$ cat src/rtl/regfile_bypass.sv
// Parametrised register bank: one write port, two combinational read ports, per-register busy scoreboard.
// Optional same-cycle write-to-read forwarding when REGFILE_BYPASS_EN is defined.

module regfile_bypass_cell #(
  parameter int WIDTH = 16
) (
  input  logic             clk,
  input  logic             rst,
  input  logic             wr_sel,
  input  logic             iss_sel,
  input  logic [WIDTH-1:0] wdata,
  output logic [WIDTH-1:0] data,
  output logic             busy
);
  logic [WIDTH-1:0] data_q, data_d;
  logic             busy_q, busy_d;

  // A new issue outranks a writeback: the newer producer is still outstanding.
  always_comb begin
    data_d = data_q;
    busy_d = busy_q;
    if (wr_sel)  data_d = wdata;
    if (iss_sel)     busy_d = 1'b1;
    else if (wr_sel) busy_d = 1'b0;
  end

  always_ff @(posedge clk or posedge rst) begin
    if (rst) begin
      data_q <= '0;
      busy_q <= 1'b0;
    end else begin
      data_q <= data_d;
      busy_q <= busy_d;
    end
  end

  assign data = data_q;
  assign busy = busy_q;
endmodule

module regfile_bypass #(
  parameter  int WIDTH = 16,
  parameter  int NREGS = 4,
  localparam int AW    = $clog2(NREGS)
) (
  input  logic             clk,
  input  logic             rst,
  input  logic             we,
  input  logic [AW-1:0]    waddr,
  input  logic [WIDTH-1:0] wdata,
  input  logic             issue,
  input  logic [AW-1:0]    issue_addr,
  input  logic [AW-1:0]    ra_addr,
  input  logic [AW-1:0]    rb_addr,
  output logic [WIDTH-1:0] ra_data,
  output logic [WIDTH-1:0] rb_data,
  output logic             ra_ready,
  output logic             rb_ready,
  output logic [NREGS-1:0] busy
);
  logic [NREGS-1:0][WIDTH-1:0] regs;

  if (NREGS < 2 || NREGS > 16 || (1 << AW) != NREGS) begin : g_bad_nregs
    $error("regfile_bypass: NREGS must be a power of two in 2..16");
  end

  for (genvar i = 0; i < NREGS; i++) begin : g_reg
    regfile_bypass_cell #(.WIDTH(WIDTH)) u_cell (
      .clk     (clk),
      .rst     (rst),
      .wr_sel  (we && (waddr == AW'(i))),
      .iss_sel (issue && (issue_addr == AW'(i))),
      .wdata   (wdata),
      .data    (regs[i]),
      .busy    (busy[i])
    );
  end

  // Storage resets to zero and busy to clear, so reset read values fall out naturally;
  // forwarding is explicitly held off while rst is high.
  always_comb begin
    ra_data  = regs[ra_addr];
    ra_ready = ~busy[ra_addr];
    rb_data  = regs[rb_addr];
    rb_ready = ~busy[rb_addr];
`ifdef REGFILE_BYPASS_EN
    if (!rst && we && (waddr == ra_addr)) begin
      ra_data  = wdata;
      ra_ready = 1'b1;
    end
    if (!rst && we && (waddr == rb_addr)) begin
      rb_data  = wdata;
      rb_ready = 1'b1;
    end
`endif
  end
endmodule
$ cat config.mk
export PLATFORM = sky130hd
export DESIGN_NAME = regfile_bypass
export DESIGN_NICKNAME = d
export VERILOG_FILES = /design/src/rtl/regfile_bypass.sv
export SDC_FILE = /design/constraint.sdc
export NUM_CORES = 1
export LEC_CHECK = 0
export ABC_AREA = 1
export CAP_MARGIN = 20
export CORE_UTILIZATION = 51
export CTS_BUF_LIST = sky130_fd_sc_hd__clkbuf_4
export CTS_CLUSTER_DIAMETER = 100
export CTS_CLUSTER_SIZE = 20
export DETAILED_ROUTE_END_ITERATION = 7
export HOLD_SLACK_MARGIN = 0.06
export PLACE_DENSITY = 0.84
export SYNTH_ARGS = -nofsm -noshare
export SYNTH_HDL_FRONTEND = slang
export SYNTH_SLANG_ARGS = --single-unit
$ cat constraint.sdc
create_clock -name clk -period 2.2 [get_ports clk]
set_input_delay 0.44 -clock clk [delete_from_list [all_inputs] [get_ports clk]]
set_output_delay 0.44 -clock clk [all_outputs]
set_load 0.01 [all_outputs]
==> reports/qor.txt, run 1 <==
Status -> finished clean
R2R setup slack -> 1510 ps
Clk Latency, worst-skew pair -> 430 ps
Worst flop-to-flop path endpoint -> g_reg[3].u_cell.data[5]
Top cell type's share of synthesized area -> 40.6%
Worst Setup SP -> rb_addr[0]
Worst IR Drop VDD -> 0.000439 V
#FFs+latches synth -> 68
RSZ-0062 raised after global routing -> no
DP HPWL -> 8.90 mm
Root buffer cell -> clkbuf_4
Placed cells -> 785
Layout cells sized above 1 -> 8.84%
Fillers -> 697
CP endpoint kind -> output port
Reg2Reg Depth -> 2
Largest net degree at the start of global routing -> 26
Vias per cell -> 5.51
Netlist cell types -> 18
Worst EP arrival -> 1690 ps
Die ar. -> 8580 um2
Tightest Hold Check Type -> in2async
Antenna-violating nets left -> 0
Max-cap violations -> 0
Clk buf depth -> 2
Mean Syn Cell Area -> 6.64 um2
Die width -> 92.6 um
Leak -> 2.99 nW
Routed WL -> 12.6 mm
Io pins -> 66
Critical path launch point type -> input port
Syn nets -> 659
1st-iter DRT viols -> 601
Hold WS -> 273 ps
Crit-path most repeated cell -> nand2_1
Final Cycle Share -> 96.7%
Area leader, netlist -> dfrtp_1
Vias after detailed routing -> 4430
DR WL/cell -> 15.7 um
Crit path max-delay cell type -> clkdlybuf4s50_1
GRT overflow -> 0
Number of global-route vias before repair -> 4143
Slew Limit Fails -> 0
Final setup vio count -> 0
Layout Nets -> 724
Crit-path cells -> clkdlybuf4s15_1 > inv_2 > buf_4 > nand2_1 > nand3_1 > nand2_1 > clkdlybuf4s50_1
PD cells -> 683 nW/um2
Num CTS Buffers -> 9
CP endpoint -> rb_data[13]
DRC violations left -> 0
Post-Synthesis Cells -> 631
Skew final -> 0 ps
Post-Syn Area -> 4190 um2
Largest cells by area after synthesis -> dfrtp_1 (41%), nand2_1 (26%), nand3_1 (11%)
Layout area overhead -> 23.6%
Pwr Total -> 3.53 mW
Yosys warns -> 0
CP max FO -> 11
Max_slew headroom -> 66.5%
Chip Height -> 92.6 um
Row count -> 32
FMAX -> 470 MHz
Total core area -> 7850 um2
All-Layer GR Usage -> 31.4%
DRT Pass-1 Iters -> 5
Starting Density -> 53.4%
CTS tree -> done
Worst R2R Start -> g_reg[3].u_cell.data[5]
H-tree depth -> 3
Antenna violations before repair -> 1
PortBufs -> 65
Gp weighted congestion -> 0.876
Clock transition at the registers of the reported paths -> 130 ps
Seq/Total Area, Yosys -> 40.6%
CP peak stage delay -> 530 ps
Crit path kind -> in2out
Worst Tran Pin Value -> 501 ps
Req. time, crit path -> 1760 ps
First-pass GRT wire length -> 20.6 mm
Post-layout min period -> 2130 ps
Sink Count -> 68
Post-route insts no fill -> 804
Final Hold Vio Count -> 0
## cell type report
cell class                      count  area [um2]  area share (%)
Tap cell                          102         128            2.47
Timing Repair Buffer               97         976            18.9
Multi-Input combinational cell    431        1890            36.4
Clock inverter                      7        76.3            1.47
Sequential cell                    68        1700            32.9
Antenna cell                        1        2.50          0.0483
Clock buffer                        9        67.6            1.31
Inverter                           89         339            6.55
## where the power goes
group	total [mW]	switching (mW)	internal [mW]
registers	1.58	0.129	1.45
logic	1.12	0.653	0.471
clock network	0.836	0.485	0.351
total	3.53	1.27	2.27
## worst max-delay path: cells and delay by family
kind                   cells  cell delay (ps)
and+or+nand+nor            3              230
buffers and inverters      4             1010
## state kept, by name (all words and copies together) (netlist names)
| name | flops |
|---|---|
| g.u_cell.data | 64 |
| g.u_cell.busy | 4 |
## logic make-up after synthesis
family / after synthesis / share of synthesized area [%]
AO/OA/AOI/OAI: 16 / 1.91
buffers and inverters: 132 / 14.4
flip-flops: 68 / 40.6
AND/OR/NAND/NOR: 415 / 43.1
## worst min-delay path by stage
stage / end / from / depth (start not counted)
after global routing: g_reg[2].u_cell.data[3] / rst / 2
after floorplan: g_reg[0].u_cell.data[0] / g_reg[0].u_cell.data[0] / 2
final: g_reg[2].u_cell.data[3] / rst / 2
after CTS: g_reg[2].u_cell.data[3] / rst / 2
after global placement: g_reg[0].u_cell.data[11] / g_reg[0].u_cell.data[11] / 2
after detailed placement: g_reg[2].u_cell.data[9] / g_reg[2].u_cell.data[9] / 2
## repair_timing
item / 4_1_cts / 5_1_grt
resized for setup: 17 / 11
gates cloned: 1 / 0
endpoints found under the setup margin: 34 / 17
buffers inserted: 1 / 0
hold endpoints to repair: 0 / 0
hold buffers: 0 / 0
## cell usage in the layout, fill, tap and decap left out, types with 3 or more instances in the layout
cell / count
buf_6: 4
nand2_1: 290
buf_12: 6
dlymetal6s2s_1: 7
inv_1: 82
dlygate4sd2_1: 8
dfrtp_1: 68
o21ai_0: 16
inv_2: 4
buf_4: 21
nand4_1: 32
clkbuf_4: 9
clkinv_2: 3
nand3_1: 88
clkdlybuf4s50_1: 46
## metal layers
| metal | global-route usage [%] | wire [um] | vias to the layer above |
|---|---|---|---|
| met4 | 10.6 | 286 | 0 |
| met3 | 6.65 | 1230 | 29 |
| met2 | 47.9 | 5780 | 264 |
| li1 | - | - | 2091 |
| met1 | 44.3 | 5350 | 2046 |
| met5 | 0 | 0 | - |
## Yosys cell counts
master and count:
clkbuf_2 1, buf_2 22, nand2_4 1, clkbuf_1 4
nand3_2 1, buf_4 12, o21ai_0 16, inv_2 3
nand2_1 290, inv_4 1, nand4_1 32, inv_1 83
nand3_1 88, dfrtp_1 68, nand3_4 2, buf_6 4
clkinv_1 2, nor2_8 1
## metrics by stage
step	setup slack, ps	instance area (um2)	setup TNS [ps]	utilization [%]
finish	72.4	5180	0	66.0
global route	1.80	5180	0	66.0
CTS	18.0	5160	0	65.7
detailed placement	-235	5000	-6550	63.7
global placement	-213	5000	-5860	63.7
floorplan	48.5	4190	0	-
No activity file was read; power rests on OpenSTA's default activity.
==> inputs of run 2 (changes only) <==
- ABC_AREA: 1 -> unset
- CORE_ASPECT_RATIO: unset -> 1.75
- CORE_UTILIZATION: 51 -> 48
- PLACE_DENSITY: 0.84 -> 0.83
==> run 2 against run 1 <==
Total power is 5.8% lower. Flip-flop and latch count unchanged. Critical path depth is 2 lower. Non-clock buffer count down 9. Clock-buffer cell count rose by 3. Hold slack improved by 130 ps. Sequential share of layout area grew 5.3 points. Clock skew is the same. Register-to-register slack lost 110 ps. Fmax grew 1.3%.
==> reports/qor.txt, run 2 <==
Critical path launch point type -> input port
Area leader, netlist -> dfrtp_1
Row count -> 40
DRC violations left -> 0
DRT Pass-1 Iters -> 4
Placed cells -> 344
Largest cells by area after synthesis -> dfrtp_1 (50%), mux4_2 (22%), mux2_2 (21%)
Clk buf depth -> 2
Worst R2R Start -> g_reg[2].u_cell.data[8]
ANT cells -> 0
Root buffer cell -> clkbuf_4
All-Layer GR Usage -> 21.9%
Worst flop-to-flop path endpoint -> g_reg[2].u_cell.data[8]
Crit path max-delay cell type -> mux4_2
EDFF count, synth -> 0
Total core area -> 6860 um2
Gp weighted congestion -> 0.764
Status -> finished clean
Post-route insts no fill -> 369
PD cells -> 746 nW/um2
Synth top cells by count -> dfrtp_1 (68), mux2_2 (64), mux4_2 (34)
Max-cap violations -> 0
Pwr Total -> 3.33 mW
Antenna-violating nets left -> 0
Layout cells sized above 1 -> 49.5%
Post-Syn Area -> 3410 um2
Reg2Reg Depth -> 1
H-tree depth -> 3
Final Hold Vio Count -> 0
Post-Synthesis Cells -> 197
Crit path kind -> in2out
Final Cycle Share -> 95.5%
Storage cell area -> 1700 um2
Seq/Total Area, Yosys -> 49.9%
Setup TNS -> 0 ps
Chip Height -> 114 um
Largest net degree at the start of global routing -> 69
Top cell type's share of synthesized area -> 49.9%
Layout Nets -> 308
RSZ-0062 raised after global routing -> no
Slew Limit Fails -> 0
Main synth FF type -> dfrtp_1
Netlist cell types -> 16
Starting Density -> 49.7%
DR WL/cell -> 19.3 um
Max FFs per register -> 64
GRT overflow -> 0
Req. time, crit path -> 1760 ps
Leak -> 1.91 nW
Tightest Hold Check Type -> in2async
Clk Latency, worst-skew pair -> 410 ps
Commonest non-fill, non-tap cell in the layout -> dfrtp_1
FMAX -> 476 MHz
CP max FO -> 7
Antenna violations before repair -> 0
Most frequent cell after synthesis -> dfrtp_1
Number of global-route vias before repair -> 2262
Vias after detailed routing -> 2121
Worst IR Drop VDD -> 0.000429 V
DP HPWL -> 4.73 mm
PortBufs -> 65
Skew final -> 0 ps
Place WS -> -506 ps
Worst Tran Pin Value -> 367 ps
Multi-input logic area -> 1580 um2
Syn nets -> 225
R2R setup slack -> 1400 ps
Most frequent cells in the layout -> dfrtp_1 (68), mux2_2 (64), dlygate4sd2_1 (35), mux4_2 (34), clkdlybuf4s50_1 (27)
Final setup vio count -> 0
Sink Count -> 68
Clock transition at the registers of the reported paths -> 100 ps
1st-iter DRT viols -> 89
Layout area overhead -> 30.8%
Max_slew headroom -> 75.5%
Num CTS Buffers -> 9
Yosys warns -> 0
Io pins -> 66
Setup ws final -> 99.0 ps
Routed WL -> 7.13 mm
CTS tree -> done
Die ar. -> 7460 um2
Crit-path cells -> buf_2 > buf_12 > buf_12 > mux4_2 > dlygate4sd2_1
First-pass GRT wire length -> 11.6 mm
CP endpoint kind -> output port
Post-layout min period -> 2100 ps
#FFs+latches synth -> 68
Die width -> 65.7 um
CP peak stage delay -> 510 ps
Async S/R FF share, synth -> 100%
Crit-path most repeated cell -> buf_12
Worst EP arrival -> 1660 ps
Vias per cell -> 5.75
Mean Syn Cell Area -> 17.3 um2
Fillers -> 489
-- run 2: routing by layer --
layer / global-route usage, % / vias up / share of wire (%)
li1: - / 942 / -
met2: 37.4 / 48 / 57
met3: 5.50 / 12 / 3.9
met4: 10.4 / 0 / 1.9
met1: 24.9 / 1119 / 37
met5: 0 / - / 0
-- run 2: metrics by stage --
| stage | utilization [%] | area (um2) | hold WS [ps] |
|---|---|---|---|
| after floorplan | - | 3410 | 490 |
| after global placement | 62.0 | 4250 | 500 |
| after detailed placement | 62.0 | 4250 | 509 |
| after CTS | 65.1 | 4470 | 401 |
| after global routing | 65.1 | 4460 | 429 |
| final | 65.1 | 4460 | 405 |
-- run 2: worst max-delay path: cells and delay by family --
family,cells,cell delay (ps)
buffers and inverters,4,710
multiplexers,1,510
-- run 2: how the worst max path moves through the flow --
| stage | start | to | slack (ps) | cells after the start |
|---|---|---|---|---|
| after global placement | rb_addr[0] | rb_ready | -490 | 5 |
| after floorplan | rst | g_reg[0].u_cell.busy | 50 | 1 |
| after CTS | rb_addr[0] | rb_data[0] | 1 | 5 |
| after global routing | g_reg[3].u_cell.busy | ra_ready | 40 | 3 |
| after detailed placement | ra_addr[0] | ra_ready | -510 | 5 |
| final | ra_addr[0] | ra_data[10] | 100 | 5 |
-- run 2: kinds of logic (layout without fill, tap and decap cells) --
group / after synthesis / after routing / synth area share [%]
AND/OR/NAND/NOR: 5 / 5 / 1.61
multiplexers: 98 / 98 / 43.6
flip-flops: 68 / 68 / 49.9
AO/OA/AOI/OAI: 4 / 4 / 1.10
buffers and inverters: 22 / 110 / 3.81
-- run 2: what timing repair did --
item | 4_1_cts | 5_1_grt
gates cloned | 1 | 0
hold buffers | 0 | 0
resized for setup | 46 | 2
pin swaps | 0 | 0
endpoints found under the setup margin | 34 | 6
buffers inserted | 8 | 0
-- run 2: layout make-up --
type | count | area share (%)
sequential | 68 | 38.1
timing repair buffer | 88 | 21.2
inverter | 6 | 0.505
tap | 84 | 2.36
clock inverter | 4 | 0.365
multi-input combinational | 107 | 35.4
clock buffer | 12 | 2.02
-- run 2: where the power goes --
group          switching (mW)  internal, mW  total, mW
clock network           0.408         0.258      0.666
logic                   0.358         0.656       1.01
registers               0.164          1.48       1.65
==> RTL change 1, RTL diff (settings of run 2) <==
The parameter `NREGS` goes from 4 to 16.
--- a/src/rtl/regfile_bypass.sv
+++ b/src/rtl/regfile_bypass.sv
@@ -40,7 +40,7 @@
 
 module regfile_bypass #(
   parameter  int WIDTH = 16,
-  parameter  int NREGS = 4,
+  parameter  int NREGS = 16,
   localparam int AW    = $clog2(NREGS)
 ) (
   input  logic             clk,
Ports: changed (5 resized); port bits go from 66 to 86. No check against the original RTL was run, so the function may have changed too.
==> RTL change 1 against run 2 <==
- the flow now finishes with violations (negative setup slack)
- largest power group unchanged
- clock skew stayed put
- largest cell class is now multi-input gates
- final cell count grew to 4.0 times the old value
- routed wire length rose to 5.6 times the old value
- hold slack lost 130 ps
- final area rose to 3.9 times the old value
- sequential power grew to 4.3 times the old value
- power grew to 4.1 times the old value
- synthesized area rose to 4.2 times the old value
- sequential cell count is 204 higher
- critical endpoint is now ra_ready
- fmax down 22%
- setup slack lost 600 ps
- critical path type is now flip-flop to output port
- combinational power grew to 4.6 times the old value
- count of clock-buffer cells in the layout rose by 5
==> RTL change 1: results (changes against run 2) <==
- Status: complete, but fails checks
- Failing checks: negative setup slack
- Largest net degree at the start of global routing: 76 (+10%)
- Reg2Reg Setup Slack: 1060 ps (-340 ps)
- Num CTS Buffers: 17 (+8)
- DP Area: 16700 um^2 (+290%)
- DR vias: 9621 (+350%)
- First-pass GRT wire length: 61.1 mm (+430%)
- Layout Nets: 1139 (+270%)
- Initial antenna violation count: 1 (+1)
- Fraction of layout cells with a size suffix above 1: 62.2% (+13 points)
- Port bufs: 85 (+31%)
- Pre-CTS setup slack: -521 ps (-15.3 ps)
- Largest fanout on the critical path: 2 (-5)
- Final worst slack: -500 ps (-599 ps)
- # resized after CTS: 195 (+320%)
- Critical Path AT: 2260 ps (+600 ps)
- Sequential share of the synthesized area: 47.2% (-2.7 points)
- Max-slew headroom: 60.9% (-15 points)
- H-tree depth: 1 (-2)
- Clk pin slew, worst setup/hold paths: 210 ps (+110 ps)
- Top post-synthesis cells by area: dfrtp_1, mux4_2, mux2_2, a22oi_1, buf_2
- Vias in the first global route: 10.5k (+360%)
- Dpl hpwl: 25.6 mm (+440%)
- Post-synthesis compound-gate area fraction: 4.49% (+3.4 points)
- Post-synth top cells: dfrtp_1, mux2_2, mux4_2
- Setup Viol. Count Final: 34 (+34)
- Max reg flops: 256 (+300%)
- Yosys cell types: 31 (+15)
- P_leak: 7.33 nW (+280%)
- Avg WL per Cell: 26.8 um (+39%)
[RTL change 1: cell count changes after synthesis, moves of 9 or more]
cell	delta
o21ai_0	+16
buf_4	+13
a22oi_1	+64
nand2_1	+38
mux4_2	+102
clkbuf_1	+40
mux2_2	+182
buf_2	+32
mux2_4	+9
nor2_2	+9
dfrtp_1	+204
[RTL change 1: worst max-delay path, stage by stage (launching register included)]
cell and delay [ps]:
dfrtp_2 470, buf_6 130, mux4_2 450, a22o_1 220
nor2_1 130, buf_2 160
[RTL change 1: path summary, 6_finish.rpt]
kind	endpoint	cells past startpoint
max in group asynchronous	g_reg[10].u_cell.data[11]	3
max	ra_ready	5
min in group clk	g_reg[11].u_cell.busy	3
min reg2reg	g_reg[1].u_cell.data[10]	1
max reg2reg	g_reg[0].u_cell.busy	4
min	g_reg[12].u_cell.data[6]	3
[RTL change 1: routing by layer]
layer	GRT usage, %	share of wire (%)
met3	3.78	5.7
met4	16.1	6.1
met5	0	0
met2	46.3	53
met1	30.8	35
[RTL change 1: layout make-up]
type	count	area [um^2]
Antenna cell	1	2.50
Clock buffer	17	128
Clock inverter	1	8.76
Fill cell	2106	12000
Inverter	2	11.3
Multi-Input combinational cell	567	7350
Sequential cell	272	6810
Tap cell	382	478
Timing Repair Buffer	243	2590
[RTL change 1: metrics by stage]
step	cells	hold slack, ps	utilization [%]	TNS (ps)
2_1_floorplan	943	477	-	-499230
3_3_place_gp	1417	500	56.8	-16050
3_5_place_dp	1417	510	56.8	-16640
4_1_cts	1474	262	58.4	-12080
5_1_grt	1485	285	59.2	-13540
6_report	1485	279	59.2	-10720
[RTL change 1: power by group]
| part | switching [mW] | internal, mW |
|---|---|---|
| sequential | 0.874 | 6.15 |
| combinational | 1.70 | 2.90 |
| clock | 1.52 | 0.372 |
==> RTL change 2, RTL diff (flow settings as in run 2) <==
Made on the original files. Reset style: synchronous (`rst`), changed in one clocked block.
--- a/src/rtl/regfile_bypass.sv
+++ b/src/rtl/regfile_bypass.sv
@@ -24,7 +24,7 @@
     else if (wr_sel) busy_d = 1'b0;
   end
 
-  always_ff @(posedge clk or posedge rst) begin
+  always_ff @(posedge clk) begin
     if (rst) begin
       data_q <= '0;
       busy_q <= 1'b0;
Behaviour: differs if rst is asserted again (counterexample within 4 cycles, from zero or initial values and one cycle with rst high); with rst held inactive, the same outputs for 10 cycles.
==> RTL change 2 against run 2 <==
- final cell count is 23% higher
- routed wire length is 17% higher
- synthesized area is 4.4% higher
- sequential cell count stayed put
- via count is 21% higher
- final area is 1.1% higher
- global-route usage is 2.1 points higher
- die area is 4.3% higher
- setup slack worse by 65 ps
- fmax is 3.0% lower
Power is not compared: it rests on default switching activity, and its combinational part moved more than twofold at a synthesized area within 25%.
==> RTL change 2: results (changes against run 2) <==
- Status: finished clean
- Setup crit start: ra_addr[1]
- Avg WL per Cell: 18.4 um (-4.6%)
- All-Layer GR Usage: 23.9% (+2.1 points)
- Num CTS Buffers: 9 (unchanged)
- Yosys cell types: 18 (+2)
- Clk pin slew, worst setup/hold paths: 100 ps (about the same)
- VDD IR max: 356 uV
- Initial antenna violation count: 0 (unchanged)
- RR Startpoint: g_reg[1].u_cell.busy
- Worst Skew: 0 ps (unchanged)
- Synthesized Nets: 323 (+44%)
- Routability cong.: 0.811 (+6.1%)
- Layout fillers: 611 (+25%)
- Pre-CTS setup slack: -436 ps (+70.1 ps)
- Sequential share of the synthesized area: 38.2% (-12 points)
- Max reg flops: 64 (unchanged)
- DP Area: 4330 um^2 (+1.9%)
- Fraction of layout cells with a size suffix above 1: 22.6% (-27 points)
- Top delay family on crit path: buffers and inverters
- Dpl hpwl: 5.64 mm (+19%)
- Most used DFF post-synth: dfxtp_1
- Top post-synthesis cells by area: dfxtp_1, mux4_2, mux2i_1, nand2b_1, buf_2
- # diodes: 0 (unchanged)
- Gate Count Post-Synth: 295 (+50%)
- Post-synth top cells: nand2b_1, dfxtp_1, mux2i_1
- Worst min path class: flip-flop to flip-flop
- Largest fanout on the critical path: 9 (+2)
- Max-slew headroom: 61.8% (-14 points)
- Final WL: 8.35 mm (+17%)
- Port bufs: 65 (unchanged)
- Yosys warns: 0 (unchanged)
- Max Buffers Root-to-Sink: 2 (unchanged)
- NetSw: 0.626 mW
- Critical Path AT: 1730 ps (+70 ps)
- Worst path slowest cell: mux4_2
- Initial drt markers: 112 (+26%)
- First-pass GRT wire length: 13.4 mm (+16%)
- Largest net degree at the start of global routing: 48 (-30%)
- Layout Nets: 391 (+27%)
- Detailed-route vias per instance: 5.67 (-1.4%)
- Cell Count Post-Placement: 432 (+26%)
- Ys async rst share: 0% (-100 points)
- Vias in the first global route: 2684 (+19%)
- Root Buffer: clkbuf_4
- Worst-Skew Late Latency: 400 ps
[RTL change 2: cell types whose count changed after synthesis, sizes merged, moves of 10 or more]
cell,delta
nand2b,+84
dfrtp,-68
dfxtp,+68
mux2,-64
mux2i,+64
clkbuf,+10
[RTL change 2: worst paths after layout]
check	endpoint	slack [ps]	depth (start not counted)
worst min register to register	g_reg[2].u_cell.data[11]	490	2
worst max-delay path	ra_data[3]	30	4
worst min-delay path	g_reg[2].u_cell.data[11]	490	2
worst max register to register	g_reg[1].u_cell.busy	1430	2
[RTL change 2: cell families (layout without fill, tap and decap cells)]
| family | count (synthesis) | in the layout | synth area share (%) |
|---|---|---|---|
| muxes | 98 | 98 | 39.5 |
| and+or+nand+nor | 93 | 93 | 16.5 |
| DFF | 68 | 68 | 38.2 |
| buffers and inverters | 32 | 104 | 4.78 |
| AOI/OAI and AO/OA | 4 | 4 | 0.984 |
[RTL change 2: power by group through the flow]
stage          sequential [mW]  clock, mW  combinational, mW
3_5_place_dp              1.34          0              0.421
4_1_cts                   1.31      0.805              0.428
2_1_floorplan             1.33          0              0.247
5_1_grt                   1.32      0.857              0.451
3_3_place_gp              1.33          0              0.415
6_report                  1.31      0.789              0.424
[RTL change 2: repair_timing]
item | in CTS | in global routing
setup endpoints to repair | 34 | 9
setup buffers | 4 | 0
gates resized for setup | 73 | 5
gates cloned | 2 | 0
hold endpoints to repair | 0 | 0
[RTL change 2: routing by layer]
layer  share of wire [%]  vias to the layer above  GRT usage, %
met3                 3.9                       22          4.13
li1                    -                     1193             -
met1                  38                     1281          26.9
met2                  55                       72          41.7
met4                 3.3                        0          12.9
met5                   0                        -             0
[RTL change 2: per-stage QoR]
step	utilization, %	setup TNS, ps
finish	62.8	0
global route	62.8	0
CTS	63.2	0
detailed placement	60.3	-13810
global placement	60.3	-14070
floorplan	-	0
[RTL change 2: worst min-delay path, delay by kind of cell (launching register included)]
| family | cells | cell delay, ps |
|---|---|---|
| muxes | 1 | 50 |
| and+or+nand+nor | 1 | 60 |
| DFF | 1 | 340 |
[RTL change 2: cell type report]
| class | count | area (um^2) | share of cell area, % |
|---|---|---|---|
| Tap cell | 86 | 108 | 2.38 |
| Sequential cell | 68 | 1360 | 30.2 |
| Clock inverter | 3 | 38.8 | 0.859 |
| Multi-Input combinational cell | 195 | 2030 | 45.0 |
| Inverter | 3 | 11.3 | 0.250 |
| Clock buffer | 12 | 90.1 | 2.00 |
| Timing Repair Buffer | 86 | 873 | 19.4 |
